## src/rtl/updown_mod_counter_if.sv

```systemverilog
// rtl/updown_mod_counter_if.sv - command and status bundle for the up/down modulus counter
interface updown_mod_counter_if #(
  parameter int WIDTH = 5
);
  logic             clr;
  logic             load;
  logic             enab;
  logic             up_dn;
  logic [WIDTH-1:0] cnt_in;
  logic             ovf_clr;
  logic [WIDTH-1:0] cnt_out;
  logic             tc;
  logic             ovf;

  // Driver side: issues commands, observes count and flags.
  modport master (
    output clr, load, enab, up_dn, cnt_in, ovf_clr,
    input  cnt_out, tc, ovf
  );

  // Counter side: consumes commands, produces count and flags.
  modport slave (
    input  clr, load, enab, up_dn, cnt_in, ovf_clr,
    output cnt_out, tc, ovf
  );
endinterface

```

## src/rtl/updown_mod_counter.sv

```systemverilog
// rtl/updown_mod_counter.sv - loadable up/down counter with programmable terminal value, wrap or saturate
module updown_mod_counter #(
  parameter int WIDTH    = 5,
  parameter int MAX_VAL  = 31,
  parameter bit SATURATE = 1'b0
) (
  input  logic                 clk,
  input  logic                 rst,
  updown_mod_counter_if.slave  bus
);
  localparam logic [WIDTH-1:0] MAX_W  = WIDTH'(MAX_VAL);
  localparam logic [WIDTH-1:0] ZERO_W = '0;
  localparam logic [WIDTH-1:0] ONE_W  = WIDTH'(1);

  logic [WIDTH-1:0] cnt_q;
  logic             tc_q;
  logic             ovf_q;

  logic [WIDTH-1:0] cnt_nxt;
  logic             tc_nxt;
  logic             ovf_nxt;
  logic             bound_evt;

  // Next state from the registered count only: clr > load > enab > hold.
  always_comb begin
    cnt_nxt   = cnt_q;
    bound_evt = 1'b0;
    if (bus.clr) begin
      cnt_nxt = ZERO_W;
    end else if (bus.load) begin
      cnt_nxt = (bus.cnt_in > MAX_W) ? MAX_W : bus.cnt_in;
    end else if (bus.enab) begin
      if (bus.up_dn) begin
        if (cnt_q < MAX_W) begin
          cnt_nxt = cnt_q + ONE_W;
        end else begin
          bound_evt = 1'b1;
          cnt_nxt   = SATURATE ? MAX_W : ZERO_W;
        end
      end else begin
        if (cnt_q != ZERO_W) begin
          cnt_nxt = cnt_q - ONE_W;
        end else begin
          bound_evt = 1'b1;
          cnt_nxt   = SATURATE ? ZERO_W : MAX_W;
        end
      end
    end

    tc_nxt = bound_evt;
    // A bound event beats ovf_clr in the same cycle; clr always wins.
    if (bus.clr) begin
      ovf_nxt = 1'b0;
    end else if (bound_evt) begin
      ovf_nxt = 1'b1;
    end else if (bus.ovf_clr) begin
      ovf_nxt = 1'b0;
    end else begin
      ovf_nxt = ovf_q;
    end
  end

  // State registers; rst clears everything immediately, independent of clk.
  always_ff @(posedge clk or posedge rst) begin
    if (rst) begin
      cnt_q <= '0;
      tc_q  <= 1'b0;
      ovf_q <= 1'b0;
    end else begin
      cnt_q <= cnt_nxt;
      tc_q  <= tc_nxt;
      ovf_q <= ovf_nxt;
    end
  end

  assign bus.cnt_out = cnt_q;
  assign bus.tc      = tc_q;
  assign bus.ovf     = ovf_q;
endmodule
```

## src/flat_wrapper.sv

```systemverilog
// flat-port wrapper written by rule: the top's interface ports become plain ports
module updown_mod_counter_flat 
#(
  parameter int WIDTH    = 5,
  parameter int MAX_VAL  = 31,
  parameter bit SATURATE = 1'b0
)
  (clk, rst, bus_clr, bus_load, bus_enab, bus_up_dn, bus_cnt_in, bus_ovf_clr, bus_cnt_out, bus_tc, bus_ovf);
  updown_mod_counter_if #(.WIDTH(WIDTH)) bus_i ();
  input  logic clk;
  input  logic rst;
  input wire logic [$bits(bus_i.clr)-1:0] bus_clr;
  input wire logic [$bits(bus_i.load)-1:0] bus_load;
  input wire logic [$bits(bus_i.enab)-1:0] bus_enab;
  input wire logic [$bits(bus_i.up_dn)-1:0] bus_up_dn;
  input wire logic [$bits(bus_i.cnt_in)-1:0] bus_cnt_in;
  input wire logic [$bits(bus_i.ovf_clr)-1:0] bus_ovf_clr;
  output wire logic [$bits(bus_i.cnt_out)-1:0] bus_cnt_out;
  output wire logic [$bits(bus_i.tc)-1:0] bus_tc;
  output wire logic [$bits(bus_i.ovf)-1:0] bus_ovf;
  assign bus_i.clr = bus_clr;
  assign bus_i.load = bus_load;
  assign bus_i.enab = bus_enab;
  assign bus_i.up_dn = bus_up_dn;
  assign bus_i.cnt_in = bus_cnt_in;
  assign bus_i.ovf_clr = bus_ovf_clr;
  assign bus_cnt_out = bus_i.cnt_out;
  assign bus_tc = bus_i.tc;
  assign bus_ovf = bus_i.ovf;
  updown_mod_counter #(.WIDTH(WIDTH), .MAX_VAL(MAX_VAL), .SATURATE(SATURATE)) u_core (.clk(clk), .rst(rst), .bus(bus_i));
endmodule
```

## config.mk

```make
export PLATFORM = sky130hd
export DESIGN_NAME = updown_mod_counter_flat
export DESIGN_NICKNAME = d
export VERILOG_FILES = /design/src/rtl/updown_mod_counter_if.sv /design/src/rtl/updown_mod_counter.sv /design/src/flat_wrapper.sv
export SDC_FILE = /design/constraint.sdc
export NUM_CORES = 1
export LEC_CHECK = 0
export ABC_CLOCK_PERIOD_IN_PS = 1800
export BUFFER_PORTS_ARGS = -buffer_cell sky130_fd_sc_hd__buf_2
export CAP_MARGIN = 5
export CELL_PAD_IN_SITES_DETAIL_PLACEMENT = 0
export CELL_PAD_IN_SITES_GLOBAL_PLACEMENT = 1
export CORE_MARGIN = 2
export CORE_UTILIZATION = 33
export DETAILED_ROUTE_END_ITERATION = 8
export GPL_TIMING_DRIVEN = 1
export PLACE_DENSITY = 0.72
export SLEW_MARGIN = 15
export SYNTH_ARGS = -nofsm -noshare
export SYNTH_HDL_FRONTEND = slang
export SYNTH_SLANG_ARGS = --single-unit
```

## constraint.sdc

```tcl
create_clock -name clk -period 1.8 [get_ports clk]
set_input_delay 0.36 -clock clk [delete_from_list [all_inputs] [get_ports clk]]
set_output_delay 0.36 -clock clk [all_outputs]
set_load 0.02 [all_outputs]
```

Yosys cells after proc, flatten, opt, wreduce, memory -nomap -nowiden --
Index checks and enable logic that the tools add are counted.
Cells by class: magnitude comparators 2, add/subtract/negate cells 2, reduce and logical (&&, ||, !) cells 3, mux-type cells 16
Operators with widths (number):
- 2-to-1 mux 5 bit | 7
- 2-to-1 mux 1 bit | 9
- nonzero test 3 bit | 2
- adder 5 x 1 -> 5 bit (second input constant) | 1
- > comparator 5 bit (second input constant) | 1
- < comparator 5 bit (second input constant) | 1
- nonzero test 5 bit | 1
- subtractor 5 x 1 -> 5 bit (second input constant) | 1
Word-level totals: input bits 12, word-level logic and storage cells 26, output and inout bits 7, bits in registers 7

Longest topological paths before layout --
word-level depth 8, gate-level depth with buffers 6, mapped depth without buffers 6

Least setup slack after synthesis --
OpenSTA, ideal clock, no wires.
path type flip-flop to flip-flop, from register u_core.cnt_q[0], in the netlist u_core.bus.cnt_out[0], to register u_core.cnt_q[4], in the netlist u_core.bus.cnt_out[4], arrival time 1632 ps, required time 1724 ps, path slack 92 ps, period minus slack after synthesis 1708 ps, path buffers 0, library setup time 76 ps, stages on the path, launching flop included 6, path through dfrtp_1 inv_1 ha_1 or4b_4 a311o_1 o21ai_1
On the way: word-level cells in the longest chain between the ends 6, elaborated cells on any way between the ends 10, classes of those cells add/sub: 2; order compare: 1; mux: 6; reduce/logical: 1
RTL lines:
- from (decl) | line updown_mod_counter.sv:15 | logic [WIDTH-1:0] cnt_q;
- from (signal assigned) | line updown_mod_counter.sv:70 | cnt_q <= cnt_nxt;
- subtractor 5 x 1 -> 5 bit, or another cell as far along | line updown_mod_counter.sv:42 | cnt_nxt = cnt_q - ONE_W;
- 2-to-1 mux 5 bit (on tied branches) | line updown_mod_counter.sv:41, updown_mod_counter.sv:34
- 2-to-1 mux 5 bit (*) | line updown_mod_counter.sv:33 | if (bus.up_dn) begin
- 2-to-1 mux 5 bit (*) | line updown_mod_counter.sv:32 | end else if (bus.enab) begin
- 2-to-1 mux 5 bit (*) | line updown_mod_counter.sv:30 | end else if (bus.load) begin
- 2-to-1 mux 5 bit (*) | line updown_mod_counter.sv:28 | if (bus.clr) begin
Every way passes the cells marked *; elsewhere a longest branch is shown, timed or not. The select of a mux whose other input is x is not followed. A chain may end at the register's enable or synchronous reset.

Worst setup path after layout --
Ends and elaborated chain as after synthesis.

==> impl_results.md <==
* Run status: finished, final reports clean
* Final WL at 1490 um
* Gpl congestion at 0.770
* Cells after Synth at 72
* Resized Gates After CTS at 0
* Post-DP HPWL at 1210 um
* Worst-Margin Slew at 380 ps
* Tcrit/Tclk final at 89.1%
* Most instantiated library cell after synthesis: nor2_1
* Vias at 591
* Post-Syn Area per Cell at 7.87 um^2
* Clk_skew at 1.65 ps
* H-tree levels at 1
* Fin. max-slew vios at 0
* Wire per inst at 13.4 um
* Tot Pwr at 0.464 mW
* Clock sink count at 7
* Die H at 45.4 um
* Cell taking the most area after synthesis: dfrtp_1
* Initial cell density of the core at 36.4%
* Yosys reg bits at 7
* Crit path launch type: flip-flop
* Area Overhead vs Synth at 24.5%
* Sequence of cells on the critical path: inv_1 > ha_1 > or4b_4 > a311o_1 > o21ai_1
* Setup WS pre-CTS at 215 ps
* First-pass GRT wire length at 2480 um
* Top post-synthesis cells by area: dfrtp_1 31%, nor2_1 7.3%, a21oi_1 6.2%
* Reg clk slew, reported paths at 50 ps
* Fin. Hold Viols at 0
* Peak supply drop at 315 uV
* Final nets at 110
* Total CTS buffers at 3
* Drt pass-1 iters at 4
* Fin crit period at 1600 ps
* CP Data Required Time at 1970 ps
* Share of synthesized registers carrying an async set or reset at 100%
* Setup Crit Path Kind: flip-flop to flip-flop
* Slowest stage delay, CP at 480 ps
* Maximum clock frequency at 624 MHz
* Max-cap viol count at 0
* Ys flop type: dfrtp_1
* Syn Nets at 86
* Synth unique cells at 29
* Die X at 45.4 um
* Port buffer count at 18
* Layout cells sized above 1 at 33.7%
* Core area at 1560 um^2
* # Post-CTS Setup Buffers at 0
* CTS tree: done
* Cell area after synthesis at 567 um^2
* Unrepaired setup endpoints after global routing: false
* Vias in the first global route at 550
* Synth top area share at 30.9%
* I/O pin count at 19
* Die area at 2070 um^2
* Seq/Total Area, Yosys at 30.9%
* Starting DRT DRC Count at 16
* Min-Delay Path Class: input port to async pin
* Antenna Cells at 0
* Crit path DAT at 1780 ps
* Ys Warns at 0
* Final worst slack at 196 ps
* Cts hold-fix bufs at 0
* Post-synth EDFFs at 0
* Pwr Density at 658 nW/um^2
* CP Capture Type: flip-flop
* Crit-path max FO at 3
* CP max stage cell: or4b_4
* Relative slew slack at 74.0%
* DRC at 0
* Leakage at 0.344 nW
* Setup TNS at 0 ps
* Synth top cells by count: 11 x nor2_1, 9 x nand2_1, 7 x a21oi_1, 7 x dfrtp_1, 4 x inv_1
* Antenna violations before repair at 0
* Largest net degree at the start of global routing at 11
* Worst skew pair latency at 250 ps
* Grt total ovfl at 0
* Routed vias/inst at 5.32
* Row count at 14
* Root Buffer Master: clkbuf_4
* Final setup vio count at 0
* Tot GR Track Use at 16.8%
* Max Root-Sink Buffers at 2
* Post-route ant nets at 0
## layout make-up
class | count | area (um^2)
Fill cell | 168 | 853
Multi-Input combinational cell | 56 | 334
Clock buffer | 4 | 26.3
Inverter | 4 | 15.0
Tap cell | 16 | 20.0
Sequential cell | 7 | 175
Timing Repair Buffer | 24 | 135
## sequential cells by signal (all words and copies together) (netlist names)
name,flops
u_core.bus.tc,1
u_core.bus.cnt_out,5
u_core.bus.ovf,1
## power by group
part | switching, mW | leakage, nW | internal [mW]
combinational | 0.0827 | 0.236 | 0.0651
clock | 0.0553 | 0.0150 | 0.0844
sequential | 0.00954 | 0.0936 | 0.167
total | 0.148 | 0.344 | 0.317
## routing by layer
layer  part of all wire, %  wire length (um)  global-route usage (%)  up-vias
met2                    50               743                    27.0       12
met3                   2.8                41                    4.76        0
met1                    47               703                    22.9      281
met4                     0                 0                    1.76        0
met5                     0                 0                       0        -
li1                      -                 -                       -      298
## final timing paths
| path | start | endpoint | slack (ps) | cells after the start |
|---|---|---|---|---|
| worst max-delay path | u_core.bus.cnt_out[0]$_DFFE_PP0P_ | u_core.bus.cnt_out[4]$_DFFE_PP0P_ | 200 | 5 |
| worst min-delay path | rst | u_core.bus.cnt_out[2]$_DFFE_PP0P_ | 40 | 2 |
| worst max register to register | u_core.bus.cnt_out[0]$_DFFE_PP0P_ | u_core.bus.cnt_out[4]$_DFFE_PP0P_ | 200 | 5 |
| worst min register to register | u_core.bus.ovf$_DFFE_PP0P_ | u_core.bus.ovf$_DFFE_PP0P_ | 500 | 2 |
| max in group asynchronous | rst | u_core.bus.tc$_DFF_PP0_ | 1550 | 2 |
| min in group clk | bus_cnt_in[0] | u_core.bus.cnt_out[0]$_DFFE_PP0P_ | 370 | 3 |
## worst max-delay path: cells and delay by family (launching register included)
kind                     cells  cell delay [ps]
flip-flops                   1              370
AND/OR/NAND/NOR              1              480
adder cells (fa/ha/maj)      1              170
AO/OA/AOI/OAI                2              460
buffers and inverters        1               60
## cell usage in the layout (no fill, tap or decap), types with 2 or more instances in the layout
master	Yosys	routed
a211oi_1	2	2
clkbuf_4	0	3
nor2_1	11	11
o21ai_0	2	2
buf_2	0	18
nand2_1	9	9
dfrtp_1	7	7
ha_1	2	2
nor3b_1	2	2
nor3_1	3	3
inv_1	4	4
a31oi_1	2	2
buf_4	2	6
a21oi_1	7	7
nand3_1	2	2
## stage by stage
step	cells	util (%)	cell area, um^2	hold slack, ps
2_1_floorplan	72	-	567	163
3_3_place_gp	107	43.6	679	308
3_5_place_dp	107	43.6	679	310
4_1_cts	111	45.3	706	42.4
5_1_grt	111	45.3	706	58.8
6_report	111	45.3	706	35.4
## kinds of logic after synthesis
kind of cell	count (synthesis)	synth area share, %
AND/OR/NAND/NOR	32	28.7
XOR/XNOR	2	3.09
AO/OA/AOI/OAI	19	21.0
multiplexers	1	1.77
flip-flops	7	30.9
adder cells (fa/ha/maj)	2	4.41
buffers and inverters	9	10.2
No activity file was read; power rests on OpenSTA's default activity.
